File: src/rtl/mean_pkg.sv
// Shared types and helpers for the parametrised block-mean calculator.
package mean_pkg;

    typedef enum logic [2:0] {
        ST_IDLE    = 3'd0,
        ST_CLEAR   = 3'd1,
        ST_COLLECT = 3'd2,
        ST_DIV     = 3'd3,
        ST_DONE    = 3'd4
    } state_t;

    localparam int RND_TRUNC   = 0;
    localparam int RND_HALF_UP = 1;

    // Accumulator width that holds N full-scale samples without overflow.
    function automatic int acc_w(input int data_w, input int log2_n);
        return data_w + log2_n;
    endfunction

endpackage

File: src/rtl/mean_accum_ctrl.sv
// Block sequencing FSM for mean_accum_param: start, collect, divide, report.
module mean_accum_ctrl
    import mean_pkg::*;
(
    input  logic clk,
    input  logic rst,
    input  logic start,
    input  logic abort,
    input  logic xfer,
    input  logic last,
    output logic clear,
    output logic acc_en,
    output logic div_en,
    output logic done,
    output logic ready,
    output logic data_ready
);

    state_t state;
    state_t state_next;

    // NOTE: state registers use non-blocking assignment so every flop samples pre-edge values.
    always_ff @(posedge clk or posedge rst) begin
        if (rst) begin
            state <= ST_IDLE;
        end else begin
            state <= state_next;
        end
    end

    // NOTE: state_next is defaulted before the case so no path leaves it unassigned (no latch).
    always_comb begin
        state_next = state;
        case (state)
            ST_IDLE:    if (start) state_next = ST_CLEAR;
            ST_CLEAR:   state_next = abort ? ST_IDLE : ST_COLLECT;
            ST_COLLECT: begin
                if (abort) begin
                    state_next = ST_IDLE;
                end else if (xfer && last) begin
                    state_next = ST_DIV;
                end
            end
            ST_DIV:     state_next = abort ? ST_IDLE : ST_DONE;
            ST_DONE:    state_next = ST_IDLE;
            default:    state_next = ST_IDLE;
        endcase
    end

    // Handshake outputs depend on state alone; the enables may look at inputs
    // because they only steer internal registers.
    assign ready      = (state == ST_IDLE);
    assign data_ready = (state == ST_COLLECT);
    assign done       = (state == ST_DONE);
    assign clear      = (state == ST_CLEAR);
    assign acc_en     = (state == ST_COLLECT) && xfer && !abort;
    assign div_en     = (state == ST_DIV) && !abort;

endmodule

File: src/rtl/mean_accum_param.sv
// Accumulates a block of 2^LOG2_N unsigned samples and reports their mean by shift.
module mean_accum_param
    import mean_pkg::*;
#(
    parameter int DATA_W = 8,
    parameter int LOG2_N = 3,
    parameter int ROUND  = 0
) (
    input  logic              clk,
    input  logic              rst,
    input  logic              start,
    input  logic              abort,
    input  logic [DATA_W-1:0] data_in,
    input  logic              data_valid,
    output logic              data_ready,
    output logic [DATA_W-1:0] mean,
    output logic              done,
    output logic              ready
);

    localparam int ACC_W = acc_w(DATA_W, LOG2_N);
    localparam int N     = 1 << LOG2_N;
    localparam logic [ACC_W-1:0] RND_ADD =
        (ROUND == RND_HALF_UP) ? ACC_W'(N / 2) : '0;

    logic [ACC_W-1:0]  acc;
    logic [LOG2_N-1:0] count;
    logic [ACC_W-1:0]  rounded;
    logic              xfer;
    logic              last;
    logic              clear;
    logic              acc_en;
    logic              div_en;

    assign xfer = data_valid && data_ready;
    assign last = &count;

    mean_accum_ctrl u_ctrl (
        .clk        (clk),
        .rst        (rst),
        .start      (start),
        .abort      (abort),
        .xfer       (xfer),
        .last       (last),
        .clear      (clear),
        .acc_en     (acc_en),
        .div_en     (div_en),
        .done       (done),
        .ready      (ready),
        .data_ready (data_ready)
    );

    always_ff @(posedge clk or posedge rst) begin
        if (rst) begin
            acc   <= '0;
            count <= '0;
        end else if (clear) begin
            acc   <= '0;
            count <= '0;
        end else if (acc_en) begin
            acc   <= acc + ACC_W'(data_in);
            count <= count + LOG2_N'(1);
        end
    end

    // Sum is bounded by N*(2^DATA_W-1)+N/2, so the top DATA_W bits never wrap.
    assign rounded = acc + RND_ADD;

    always_ff @(posedge clk or posedge rst) begin
        if (rst) begin
            mean <= '0;
        end else if (div_en) begin
            mean <= rounded[ACC_W-1:LOG2_N];
        end
    end

endmodule
File: config.mk
export PLATFORM = sky130hd
export DESIGN_NAME = mean_accum_param
export DESIGN_NICKNAME = d
export VERILOG_FILES = /design/src/rtl/mean_pkg.sv /design/src/rtl/mean_accum_ctrl.sv /design/src/rtl/mean_accum_param.sv
export SDC_FILE = /design/constraint.sdc
export NUM_CORES = 1
export LEC_CHECK = 0
export BUFFER_PORTS_ARGS = -buffer_cell sky130_fd_sc_hd__buf_4
export CORE_ASPECT_RATIO = 1.2
export CORE_MARGIN = 5
export CORE_UTILIZATION = 40
export CTS_CLUSTER_SIZE = 16
export DETAILED_ROUTE_END_ITERATION = 16
export GPL_TIMING_DRIVEN = 0
export SLEW_MARGIN = 30
export SYNTH_ARGS = -nofsm -noshare
export SYNTH_HDL_FRONTEND = slang
export SYNTH_HIERARCHICAL = 1
export SYNTH_SLANG_ARGS = --single-unit
File: constraint.sdc
create_clock -name clk -period 2.9 [get_ports clk]
set_clock_uncertainty 0.1 [all_clocks]
set_input_delay 0.145 -clock clk [delete_from_list [all_inputs] [get_ports clk]]
set_output_delay 0.145 -clock clk [all_outputs]
set_load 0.01 [all_outputs]
# After elaboration in Yosys (flattened, before gate mapping)
# Cells that the tools add are included.
# classes
add_sub_neg	2
multipliers	0
n_div	0
n_lt_le_gt_ge	0
n_eq_ne	6
n_shift	0
n_mux	10
n_bitwise	0
reduce_logical	10
# op_table
op	n
11-bit two-way mux	2
3-bit two-way mux	6
3-bit one-hot mux with 4 select lines	1
11-bit by 8-bit adder with 11-bit output	1
3-bit by 2-bit equality test with 1-bit output (second input constant)	2
1-bit logical AND	5
3-bit by 1-bit adder with 3-bit output (second input constant)	1
3-bit by 1-bit equality test with 1-bit output (second input constant)	1
3-bit equality test (second input constant)	1
3-bit logical NOT	1
3-bit by 2-bit != test with 1-bit output (second input constant)	1
3-bit AND reduction	1
2-bit two-way mux	1
2-bit != test (second input constant)	1
2-bit AND reduction	1
2-bit nonzero test	1
1-bit logical NOT	1
# word_totals
reg_bits	25
latchBits	0
ramBits	0
mem_bits_ro	0
in_bits	13
output_inout_bits	11
word_cells	32
n_memories	0

# Longest topological paths before layout
# logic_depth
depth_word	6
depth_mapped	9
depth_no_buf	8

# By module
# Netlist, hierarchy kept.
# by_module_without_submodules
module	n_inst	cells_each	area_each_um2	seq_area_each_um2
mean_accum_param	1	116	1256.2	550.5
mean_accum_ctrl	1	20	211.5	75.1

# Least setup slack after synthesis
# No wires, ideal clock.
# synth_timing
kind	reg-to-reg
from	reg u_ctrl.state[2]
to	reg acc[0]
setup_ns	0.132
t_arrival_ns	1.967
required_time_ns	2.668
path_slack_ns	0.701
path_stages_with_launch	9
path_buffers	3
synth_period_minus_slack_ns	2.199
cell_sequence	dfrtp_1 -> buf_6 -> nor3b_4 -> and2_1 -> and3b_1 -> clkbuf_1 -> buf_1 -> mux2i_1 -> nor2_1
# synth_via
elab_chain_len	5
word_cells_on_any_way	7
classes_between	2 x eq/ne; 1 x mux; 4 x reduce/logical
# synth_rtl
item	line	text
from (decl)	mean_accum_ctrl.sv:19	state_t state;
from (signal assigned)	mean_accum_ctrl.sv:27	state <= state_next;
3-bit by 2-bit equality test with 1-bit output	mean_accum_ctrl.sv:53	assign data_ready = (state == ST_COLLECT);
named net data_ready	mean_accum_param.sv:15	output logic data_ready,
1-bit logical AND	mean_accum_param.sv:35	assign xfer = data_valid && data_ready;
named net xfer	mean_accum_param.sv:29	logic xfer;
1-bit logical AND (2 in series)	mean_accum_ctrl.sv:56	assign acc_en = (state == ST_COLLECT) && xfer && !abort;
named net acc_en	mean_accum_param.sv:32	logic acc_en;
2-bit nonzero test (no line)	--	
to (signal assigned)	mean_accum_param.sv:61	acc <= acc + ACC_W'(data_in);
to (decl)	mean_accum_param.sv:26	logic [ACC_W-1:0] acc;
# The timed path passes the listed nets, and every way through them passes these cells.
# A chain may end at the register's enable or synchronous reset.

# Worst setup path after layout
# layout_timing
from	reg u_ctrl.state[0]
to	reg count[1]
# layout_via
elab_chain_len	5
word_cells_on_any_way	7
classes_between	2 x eq/ne; 1 x mux; 4 x reduce/logical
# layout_rtl
item	line	text
3-bit by 2-bit equality test with 1-bit output	mean_accum_ctrl.sv:53	
1-bit logical AND	mean_accum_param.sv:35	
named net xfer	mean_accum_param.sv:29	
1-bit logical AND (2 in series)	mean_accum_ctrl.sv:56	
named net acc_en	mean_accum_param.sv:32	
2-bit nonzero test (no line)	--	
to (signal assigned)	mean_accum_param.sv:62	count <= count + LOG2_N'(1);
to (decl)	mean_accum_param.sv:27	logic [LOG2_N-1:0] count;
# The timed path passes the listed nets, and every way through them passes these cells.

==> flow_summary.yaml <==
run_status:
  status: "finished, final reports clean"
clock_network:
  clock-root-buffer: "clkbuf_8"
  postCtsSetupBuffers: 0
  cts_tree: "yes"
  cts_buffer_depth: 2
  cts_sinks: 25
  cts_made_buffers: 3
  htree_levels: 1
  clkTransAtPathRegs_ps: 80
  insertion_delay_ps: 270
yosys:
  synth_top_family_by_area: "simple AND/OR/NAND/NOR gates"
  synth_area_leaders: "dfrtp_1, ha_1, mux2_2"
  synth_compound_area_share_pct: 11.8
  synth-seq-cells: 25
  synthCells: 136
  yosys_warnings: 6
  syn_avg_cell_area_sq_um: 10.8
  synthSimpleGateAreaFrac_pct: 17.1
  syn_nets: 160
  yosys.area.top_type: "dfrtp_1"
  syn_area_sq_um: 1470
  ys_seq_area_share_pct: 42.6
  yosysTopAreaCellShare_pct: 42.6
  synth-xor-area-share_pct: 4.18
  synth_mux_area_share_pct: 10.2
  synth_adder_area_share_pct: 9.89
  ys_types: 42
global_route:
  grt_usage_pct: 12.8
  grt_pass1_wl_mm: 5.13
  grt_max_degree: 23
  grt_overflow: 0
  antenna_found_initial: 0
  first_global_vias: 1096
worst_setup_path:
  cp-start-kind: "flip-flop"
  reg2reg_depth: 8
  crit_type: "flip-flop to flip-flop"
  worstSetupEndpointType: "flip-flop"
  slowest_stage: "buf_1"
  arrival_ps: 2530
  crit_required_ps: 2930
  path_cells: "buf_4 -> nor3b_4 -> and2_1 -> and3b_1 -> clkbuf_1 -> buf_1 -> mux2i_1 -> nor2_1"
  crit_fanout: 10
  cpPeakStageDelay_ps: 510
final_layout:
  final_area_sq_um: 1750
  regArea_sq_um: 626
  final_nets: 190
  antenna_cells: 0
  fillers: 349
  drive_above_1_share_pct: 26.1
  syn_to_final_growth_pct: 19.5
  multi_input_area_sq_um: 782
sta:
  grt_setup_unrepaired: "false"
  finalCriticalPeriod_ps: 2500
  fmax_ghz: 0.400
  drv_slew: 0
  fin_crit_sh_pct: 86.2
  max_slew.worst_pin.slew_ps: 800
  setup_violations: 0
  setup_tns_ps: 0
  slew_headroom_pct: 46.4
  hold_violations: 0
drt:
  dr.first_iter.drc_count: 33
  vias: 1095
  totalWireLength_mm: 2.85
  wl_per_cell_um: 14.0
  drt_pass1_iterations: 4
  routed_via_density: 5.37
  drcViolationCount: 0
  antenna_left: 0
power:
  powerDensity_nw_per_um2: 453
  power.switching_mw: 0.224
  seqPwrFrac_pct: 47.7
  ir_worst_vdd_v: 0.000263
  sw_frac_of_total_pct: 28.2
  internal-power_mw: 0.571
  pwr-share-clk_pct: 25.5
  p_comb_share_pct: 26.8
  leakagePower_nw: 0.852
die:
  rows: 24
  dieHeight_um: 76.4
  core_sq_um: 3600
  pin_count: 24
  fp.dieW_um: 65.3
  start_util_pct: 40.7
  die_area_sq_um: 4990
place:
  place_area_sq_um: 1690
  gp_congestion: 0.801
  io_buffer_count: 23
  place_hpwl_mm: 2.12
worst_hold_path:
  hold-path-cell-count: 3
  hold_class: "primary input to flip-flop"
job:
  drv_cap: 0
## routing by layer
layer	vias to the layer above	GRT usage (%)	part of all wire, %
li1	546	-	-
met1	520	17.8	48
met2	24	20.2	46
met3	5	2.06	4.7
met4	0	3.73	1.3
met5	-	0	0
## cells by family (layout without fill, tap and decap cells)
kind of cell | Yosys count | count (layout)
adders and majority gates | 11 | 11
muxes | 14 | 14
xor gates and xnor gates | 7 | 7
buffers and inverters | 11 | 40
AOI/OAI and AO/OA | 25 | 25
and+or+nand+nor | 43 | 43
DFF | 25 | 25
## cells in the final DEF (no fill, tap or decap), types with 2 or more instances in the layout
cell,instances
a211oi_1,2
a21oi_1,7
a21o_1,4
mux2i_1,6
nor3b_1,2
nand2b_1,3
o21ai_0,3
mux2_2,8
xor2_1,2
clkbuf_8,3
nor3_1,4
nand4b_1,2
buf_6,2
nor2_1,14
dfrtp_1,25
nand3_1,4
o211ai_1,2
dlygate4sd3_1,2
buf_4,24
clkbuf_1,5
ha_1,10
inv_1,2
xnor2_1,5
nand2_1,3
## power groups by stage
stage          Sequential (mW)  Combinational (mW)  Clock [mW]
2_1_floorplan            0.388               0.141           0
3_3_place_gp             0.385               0.209           0
3_5_place_dp             0.386               0.213           0
4_1_cts                  0.380               0.215       0.209
5_1_grt                  0.382               0.238       0.227
6_report                 0.379               0.213       0.203
## registers in the layout, summed over array words and instances (netlist names)
| name | count |
|---|---|
| mean | 8 |
| u_ctrl/state | 3 |
| count | 3 |
| acc | 11 |
## through the flow
stage                     power (mW)  setup WS, ps  hold slack [ps]  instances  util [%]
after floorplan                0.529           701             -201        136         -
after detailed placement       0.599           386            -69.3        198      46.9
after global placement         0.595           390            -75.8        198      46.9
after global routing           0.846           129             65.0        204      48.7
final                          0.795           400             66.8        204      48.7
after CTS                      0.804           365             68.5        204      48.7
## cell usage after synthesis (all sizes together)
master / count
a211oi: 3
a21o: 4
a21oi: 7
a221o: 1
a311o: 1
a31oi: 1
and2: 2
and3: 2
and3b: 1
buf: 4
clkbuf: 4
dfrtp: 25
fa: 1
ha: 10
inv: 3
mux2: 8
mux2i: 6
nand2: 3
nand2b: 3
nand3: 4
nand3b: 1
nand4b: 2
nor2: 14
nor3: 4
nor3b: 3
o211ai: 2
o21ai: 3
o21bai: 1
o221ai: 1
o311ai: 1
or2: 1
or3: 1
or3b: 1
or4b: 1
xnor2: 5
xor2: 2
## cell type report
cell class / count / area share [%]
multi-input cells: 100 / 44.6
well taps: 39 / 2.78
inverters: 3 / 0.642
repair buffers: 25 / 11.0
plain buffers: 8 / 2.78
flip-flops and latches: 25 / 35.7
clock buffers: 4 / 2.57
## worst paths after layout
check	from	endpoint	slack (ps)
worst max-delay path	u_ctrl/state[0]	count[1]	400
worst min-delay path	start	u_ctrl/state[0]	70
worst max register to register	u_ctrl/state[0]	count[1]	400
worst min register to register	mean[4]	mean[4]	410
max in group asynchronous	rst	acc[7]	1930
min in group asynchronous	rst	u_ctrl/state[1]	200
## what timing repair did
action,4_1_cts,5_1_grt
resized for setup,0,0
hold buffers,2,0
endpoints found under the setup margin,0,0
hold endpoints to repair,18,0
## critical path, delay by kind of cell (launching register included)
kind | cells | cell delay (ps)
mux | 1 | 240
simple gates | 4 | 600
buf+inv | 3 | 1040
flops | 1 | 370
No activity file was read; power rests on OpenSTA's default activity.
